[src/rtl/accel_fill_if.sv]
// Avalon-MM bus bundle shared by the fill engine's master and CSR slave ports.
// AW sets the address width (32 for the SDRAM master, 3 for the CSR window).
interface accel_fill_if #(
    parameter int unsigned AW = 32
);
    logic [AW-1:0] address;
    logic [31:0]   writedata;
    logic [31:0]   readdata;
    logic          write;
    logic          read;
    logic          waitrequest;

    modport master (
        output address, writedata, write, read,
        input  readdata, waitrequest
    );

    modport slave (
        input  address, writedata, write, read,
        output readdata, waitrequest
    );
endinterface

[src/rtl/accel_fill.sv]
// Arithmetic-sequence fill engine: streams value, value+step, ... into memory over an
// Avalon master, programmed and monitored through a small Avalon CSR slave.
module accel_fill (
    input  logic         clk,
    input  logic         rst_n,
    accel_fill_if.master m_bus,
    accel_fill_if.slave  s_bus
);
    typedef enum logic {ST_IDLE, ST_WRITE} state_e;

    state_e      state_q, state_d;
    logic [31:0] dst_q, dst_d;
    logic [31:0] base_q, base_d;
    logic [31:0] step_q, step_d;
    logic [31:0] n_q, n_d;
    logic [31:0] progress_q, progress_d;
    logic [31:0] addr_q, addr_d;
    logic [31:0] data_q, data_d;
    logic [31:0] rem_q, rem_d;
    logic        done_q, done_d;
    logic        abort_q, abort_d;

    logic        busy, ctrl_wr, start_req, abort_req, accept;
    logic [31:0] rdata;
    logic        unused_ok;

    assign unused_ok = ^{m_bus.readdata, s_bus.read};

    always_comb begin
        state_d    = state_q;
        dst_d      = dst_q;
        base_d     = base_q;
        step_d     = step_q;
        n_d        = n_q;
        progress_d = progress_q;
        addr_d     = addr_q;
        data_d     = data_q;
        rem_d      = rem_q;
        done_d     = done_q;
        abort_d    = abort_q;

        busy      = (state_q == ST_WRITE);
        ctrl_wr   = s_bus.write && (s_bus.address == 3'd0);
        start_req = ctrl_wr && s_bus.writedata[0];
        // Abort is only meaningful on its own; a combined start+abort write drops the abort bit.
        abort_req = ctrl_wr && s_bus.writedata[1] && !s_bus.writedata[0];
        accept    = busy && !m_bus.waitrequest;

        if (s_bus.write && !busy) begin
            case (s_bus.address)
                3'd1:    dst_d  = s_bus.writedata;
                3'd2:    base_d = s_bus.writedata;
                3'd3:    step_d = s_bus.writedata;
                3'd4:    n_d    = s_bus.writedata;
                default: ;
            endcase
        end

        case (state_q)
            ST_IDLE: begin
                if (start_req) begin
                    progress_d = '0;
                    addr_d     = dst_q;
                    data_d     = base_q;
                    rem_d      = n_q;
                    if (n_q != '0) begin
                        state_d = ST_WRITE;
                        done_d  = 1'b0;
                    end else begin
                        done_d  = 1'b1;
                    end
                end
            end
            ST_WRITE: begin
                if (abort_req) abort_d = 1'b1;
                if (accept) begin
                    addr_d     = addr_q + 32'd4;
                    data_d     = data_q + step_q;
                    rem_d      = rem_q - 32'd1;
                    progress_d = progress_q + 32'd1;
                    // An abort landing on the accept edge still stops before the next word.
                    if (rem_q == 32'd1 || abort_q || abort_req) begin
                        state_d = ST_IDLE;
                        done_d  = 1'b1;
                        abort_d = 1'b0;
                    end
                end
            end
            default: state_d = ST_IDLE;
        endcase

        case (s_bus.address)
            3'd0:    rdata = {30'b0, done_q, busy};
            3'd1:    rdata = dst_q;
            3'd2:    rdata = base_q;
            3'd3:    rdata = step_q;
            3'd4:    rdata = n_q;
            3'd5:    rdata = progress_q;
            default: rdata = '0;
        endcase
    end

    always_ff @(posedge clk or negedge rst_n) begin
        if (!rst_n) begin
            state_q    <= ST_IDLE;
            dst_q      <= '0;
            base_q     <= '0;
            step_q     <= '0;
            n_q        <= '0;
            progress_q <= '0;
            addr_q     <= '0;
            data_q     <= '0;
            rem_q      <= '0;
            done_q     <= 1'b0;
            abort_q    <= 1'b0;
        end else begin
            state_q    <= state_d;
            dst_q      <= dst_d;
            base_q     <= base_d;
            step_q     <= step_d;
            n_q        <= n_d;
            progress_q <= progress_d;
            addr_q     <= addr_d;
            data_q     <= data_d;
            rem_q      <= rem_d;
            done_q     <= done_d;
            abort_q    <= abort_d;
        end
    end

    assign m_bus.address     = addr_q;
    assign m_bus.writedata   = data_q;
    assign m_bus.write       = (state_q == ST_WRITE);
    assign m_bus.read        = 1'b0;
    assign s_bus.readdata    = rdata;
    assign s_bus.waitrequest = 1'b0;
endmodule

[src/flat_wrapper.sv]
// flat-port wrapper written by rule: the top's interface ports become plain ports
module accel_fill_flat 
  (clk, rst_n, m_bus_address, m_bus_writedata, m_bus_write, m_bus_read, m_bus_readdata, m_bus_waitrequest, s_bus_address, s_bus_writedata, s_bus_write, s_bus_read, s_bus_readdata, s_bus_waitrequest);
  accel_fill_if #(.AW(32)) m_bus_i ();
  accel_fill_if #(.AW(3)) s_bus_i ();
  input  logic clk;
  input  logic rst_n;
  output wire logic [$bits(m_bus_i.address)-1:0] m_bus_address;
  output wire logic [$bits(m_bus_i.writedata)-1:0] m_bus_writedata;
  output wire logic [$bits(m_bus_i.write)-1:0] m_bus_write;
  output wire logic [$bits(m_bus_i.read)-1:0] m_bus_read;
  input wire logic [$bits(m_bus_i.readdata)-1:0] m_bus_readdata;
  input wire logic [$bits(m_bus_i.waitrequest)-1:0] m_bus_waitrequest;
  input wire logic [$bits(s_bus_i.address)-1:0] s_bus_address;
  input wire logic [$bits(s_bus_i.writedata)-1:0] s_bus_writedata;
  input wire logic [$bits(s_bus_i.write)-1:0] s_bus_write;
  input wire logic [$bits(s_bus_i.read)-1:0] s_bus_read;
  output wire logic [$bits(s_bus_i.readdata)-1:0] s_bus_readdata;
  output wire logic [$bits(s_bus_i.waitrequest)-1:0] s_bus_waitrequest;
  assign m_bus_address = m_bus_i.address;
  assign m_bus_writedata = m_bus_i.writedata;
  assign m_bus_write = m_bus_i.write;
  assign m_bus_read = m_bus_i.read;
  assign m_bus_i.readdata = m_bus_readdata;
  assign m_bus_i.waitrequest = m_bus_waitrequest;
  assign s_bus_i.address = s_bus_address;
  assign s_bus_i.writedata = s_bus_writedata;
  assign s_bus_i.write = s_bus_write;
  assign s_bus_i.read = s_bus_read;
  assign s_bus_readdata = s_bus_i.readdata;
  assign s_bus_waitrequest = s_bus_i.waitrequest;
  accel_fill u_core (.clk(clk), .rst_n(rst_n), .m_bus(m_bus_i), .s_bus(s_bus_i));
endmodule
[config.mk]
export PLATFORM = sky130hd
export DESIGN_NAME = accel_fill_flat
export DESIGN_NICKNAME = d
export VERILOG_FILES = /design/src/rtl/accel_fill_if.sv /design/src/rtl/accel_fill.sv /design/src/flat_wrapper.sv
export SDC_FILE = /design/constraint.sdc
export NUM_CORES = 1
export LEC_CHECK = 0
export BUFFER_PORTS_ARGS = -buffer_cell sky130_fd_sc_hd__buf_2
export CORE_AREA = 5 5 221 277
export CTS_CLUSTER_SIZE = 30
export DETAILED_ROUTE_END_ITERATION = 7
export DIE_AREA = 0 0 226 282
export HOLD_SLACK_MARGIN = 0.12
export SLEW_MARGIN = 20
export SYNTH_ARGS = -nofsm -noshare
export SYNTH_HDL_FRONTEND = slang
export SYNTH_SLANG_ARGS = --single-unit
export TNS_END_PERCENT = 1
[constraint.sdc]
create_clock -name clk -period 6.4 [get_ports clk]
set_clock_uncertainty 0.1 [all_clocks]
set_input_delay 0.32 -clock clk [delete_from_list [all_inputs] [get_ports clk]]
set_output_delay 0.32 -clock clk [all_outputs]
set_load 0.01 [all_outputs]
Yosys cells after proc, flatten, opt, wreduce, memory -nomap -nowiden
Index checks and enable logic that the tools add are counted.
Widths: inputs -> output; s select.
{ "totals": {"register_bits": 259, "latch_bits": 0, "mem_bits_rw": 0, "mem_bits_ro": 0, "inputBits": 72, "out_inout_bits": 99, "elab_cells": 70, "n_memories": 0} }
{ "classes": {"n_addsub": 4, "n_mul": 0, "n_div": 0, "n_lt_le_gt_ge": 0, "eq_ne": 9, "shift": 0, "mux": 26, "bitwise": 1, "n_reduce_logical": 19} }
{ "ops": {"columns": ["cell", "count"], "rows": [
  ["$mux 32", 8],
  ["$pmux 32 s2", 4],
  ["$pmux 32 s6", 1],
  ["$add 32x1->32 const B", 1],
  ["$add 32x3->32 const B", 1],
  ["$add 32x32->32", 1],
  ["$eq 32x1->1 const B", 1],
  ["$reduce_bool 32->1", 1],
  ["$sub 32x1->32 const B", 1],
  ["$mux 1", 11],
  ["$reduce_and 2->1", 5],
  ["$eq 3x2->1 const B", 2],
  ["$eq 3x3->1 const B", 2],
  ["$logic_and 1x1->1", 6],
  ["$ne 2x2->1 const B", 2],
  ["$pmux 1 s2", 2],
  ["$eq 3x1->1 const B", 1],
  ["$logic_not 1->1", 3],
  ["$logic_not 3->1", 1],
  ["$reduce_and 3->1", 1],
  ["$logic_or 1x1->1", 2],
  ["$ne 2x1->1 const B", 1],
  ["$not 1->1", 1]
]} }

Logic depth before layout (Yosys ltp)
{ "depth": {"depth_word": 8, "mapped_depth": 11, "mapped_depth_nobuf": 11} }

Worst setup path after synthesis
OpenSTA, ideal clock, no wires.
{ "synth_path": {"path_type": "register to register", "start": "register u_core.data_q[0] (netlist: u_core.m_bus.writedata[0])", "end": "register u_core.data_q[22] (netlist: u_core.m_bus.writedata[22])", "setup_ps": 136, "arrival_ps": 2552, "slack_ps": 3612, "stages_incl_launch_ff": 12, "path_cell_list": "dfrtp_1 ha_1 fa_1 a21o_1 a221oi_2 nor3_1 o21a_1 o41ai_2 nand2b_1 a21oi_1 xor2_1 a21oi_1"} }
{ "synth_via": {"elab_chain_len": 3} }
{ "synth_lines": {"columns": ["item", "line_no", "source"], "rows": [
  ["start: declaration", "accel_fill.sv:18", "logic [31:0] data_q, data_d;"],
  ["start signal: assignment", "accel_fill.sv:124", "data_q <= data_d;"],
  ["$add 32x32->32", "accel_fill.sv:78", "data_d = data_q + step_q;"],
  ["$mux 32", "accel_fill.sv:76", "if (accept) begin"],
  ["$pmux 32 s2", "accel_fill.sv:59", "case (state_q)"]
]} }
No other way between the ends. The select of a mux whose other input is x is not followed.
A chain may end at the register's enable or synchronous reset.

Worst setup path after layout
{ "layout_path": {"start": "register u_core.data_q[0] (netlist: u_core.m_bus.writedata[0])", "end": "register u_core.data_q[30] (netlist: u_core.m_bus.writedata[30])"} }
The elaborated chain is that of the path after synthesis.

==> reports/results.ini <==
[outcome]
status=complete, no violations

[min_path]
hold_path.class=primary input to flop
hp-start=s_bus_write

[place]
dp_hpwl_mm=35.9
port_buffers=135
globalplace.congestion=0.879

[route]
routed-via-count=12354
drt_iter0_markers=898
wl_per_cell_um=21.3
ant_nets=0
drt_pass1_iterations=5
route.detailed.drc=0
drt-total-wl_mm=50.4
routed_via_density=5.21

[grt]
grt_pass1_vias=12262
antenna_found_initial=2
overflow=0
grt_max_degree=173
grt_use_total=0.152
grt_pass1_wl_mm=75.6

[cts]
clk_latency_ns=0.54
cts_tree=done
cts_sinks=259
clock-root-buffer=clkbuf_16
cts_resized=0
clk_pin_slew_worst_paths_ns=0.07
numCtsBuffers=24
cts_max_level=1
cts_buffer_depth=3

[worst_setup_path]
critical_path.max_fanout=4
cp_data_arrival_time_ns=3.80
slowest_stage=fa_1
crit_start=u_core.m_bus.writedata[0]
start_kind=flop
slowest_delay_ns=0.47
crit_path_frequent_cell=o21ai_1
end_kind=flop
required_ns=6.71
crit_family=compound AO/OA/AOI/OAI gates
path_cells=ha_1 > fa_1 > a21o_1 > a221oi_2 > o31ai_1 > o21ai_1 > o21ai_2 > a31oi_1 > a21oi_1 > xnor2_1 > o21ai_1
r2r_start=u_core.m_bus.writedata[0]
critPathKind=flop to flop
cp_num_buf_inv=0

[logic_synthesis]
ys_ff_latch=259
synth_cells=1463
synth_top_flop_cell=dfrtp_1
synth.mux.area_fraction=0.146
synth-edff-count=0
synth_xor_area_frac=0.0293
synthArstFlopShare=1.00
synthSimpleGateAreaFrac=0.149
syn-cell-area_um2=14400
synth-compound-area-share=0.164
synth-adder-area-share=0.0319
ys_warn_count=0
ys_seq_area_frac=0.451
synth_top_family_by_area=compound AO/OA/AOI/OAI gates
synth_cell_types=71
syn_avg_cell_area_um2=9.82

[sta]
period_needed_ns=3.49
fmaxAchievable_mhz=287
hold_viol=0
fin_crit_sh=0.545
tns_ns=0
grt_setup_unrepaired=no
drv_slew=0
tightest_slew_ns=1.12
relSlewSlack=0.254
setup_viol_count_final=0

[floorplanning]
die_area_um2=63700
die_h_um=282
start_util=0.247
pin_count=171
die_w_um=226
core-area_um2=58100
rows=99

[finish]
final_util=0.293
fin_nets=1703
drive_gt1_frac=0.215
final_common_cell=dfrtp_1
final_cell_mix=dfrtp_1 (258), nand2_1 (156), buf_2 (134)
area_growth_pct=18.4

[power]
leakage_uw=0.00796
power.share.clock=0.306
p_sw_frac=0.344
p_int_uw=3340
peakVddDrop_v=0.000176
p_per_area_nw_per_um2=299
power.switching_uw=1750
p_seq_frac=0.425
p_comb_frac=0.269

[run]
cap_viol_max_count=0

## registers in the layout (all words and copies together), names as in the netlist, 32 cells and up
| signal | flops |
|---|---|
| u_core.base_q | 32 |
| u_core.dst_q | 32 |
| u_core.m_bus.address | 32 |
| u_core.m_bus.writedata | 32 |
| u_core.n_q | 32 |
| u_core.progress_q | 32 |
| u_core.rem_q | 32 |
| u_core.step_q | 32 |
## path summary, 6_finish.rpt
check	endpoint	slack (ns)	depth (start not counted)
worst max-delay path	u_core.m_bus.writedata[30]	2.91	11
worst min register to register	u_core.m_bus.address[0]	0.40	2
worst max register to register	u_core.m_bus.writedata[30]	2.91	11
worst min-delay path	u_core.abort_q	0.16	5
min in group asynchronous	u_core.step_q[2]	0.28	2
max in group asynchronous	u_core.m_bus.writedata[29]	4.49	3
## cells by family (layout without fill, tap and decap cells)
logic type / count (synthesis) / in the layout
AND/OR/NAND/NOR: 451 / 451
other: 1 / 3
AO/OA/AOI/OAI: 374 / 374
XOR/XNOR: 48 / 48
buffers and inverters: 101 / 249
adder cells (fa/ha/maj): 36 / 36
multiplexers: 193 / 193
flip-flops: 259 / 259
## worst min-delay path: stages
cell and delay [ns]:
buf_2 0.11, nand3b_1 0.07, nor3b_1 0.06, a21oi_1 0.14, nor2_1 0.05
## synthesized netlist by cell type (13+ instances only)
cell type | n | area share
mux2i_1 | 65 | 0.045
a21oi_1 | 112 | 0.039
o21ai_0 | 105 | 0.037
nor2_1 | 94 | 0.025
a221o_1 | 30 | 0.021
inv_1 | 18 | 0.0047
nor4_1 | 13 | 0.0057
xor2_1 | 26 | 0.016
dfrtp_1 | 259 | 0.45
ha_1 | 35 | 0.030
nand2_1 | 156 | 0.041
and3_1 | 24 | 0.010
nor3_1 | 26 | 0.0091
xnor2_1 | 22 | 0.013
buf_1 | 24 | 0.0063
clkbuf_1 | 46 | 0.012
mux2_2 | 128 | 0.10
nand3_1 | 63 | 0.022
nand4_1 | 14 | 0.0061
o22ai_1 | 53 | 0.023
or3_1 | 15 | 0.0065
a21o_1 | 13 | 0.0068
## layout make-up
type | instances | area, um2
diodes | 1 | 2.50
inverters | 18 | 67.6
repair buffers | 188 | 1180
multi-input cells | 1104 | 7510
fillers | 5954 | 41100
clock inverters | 7 | 114
flip-flops and latches | 259 | 6480
well taps | 757 | 947
clock buffers | 36 | 717
## metal layers
layer	routed length, um	GRT usage	part of all wire
met1	19800	0.183	0.39
met2	25100	0.264	0.50
met3	3140	0.0268	0.062
met4	2450	0.0730	0.048
met5	13	0	0.00026
## metrics by stage
step / power [uW] / instances / hold WS, ns / worst slack, ns / instance area [um2]
final: 5090 / 2370 / 0.157 / 2.91 / 17000
after global routing: 5370 / 2369 / 0.218 / 2.74 / 17000
after CTS: 5120 / 2369 / 0.136 / 2.88 / 17000
after detailed placement: 3540 / 2293 / 0.276 / 2.77 / 15900
after global placement: 3500 / 2293 / 0.279 / 2.82 / 15900
after floorplan: 3020 / 1464 / -0.0756 / 3.61 / 14400
## what timing repair did
item,in CTS,in global routing
hold buffers,33,0
endpoints found under the hold margin,215,0
setup endpoints to repair,0,0
setup buffers,0,0
## power by group through the flow
stage | combinational (uW) | clock [uW] | sequential [uW]
floorplan | 882 | 0 | 2130
global placement | 1320 | 0 | 2180
detailed placement | 1350 | 0 | 2190
CTS | 1370 | 1580 | 2160
global route | 1520 | 1650 | 2200
finish | 1370 | 1560 | 2170
Note: power is estimated with default switching activity, not from simulation.
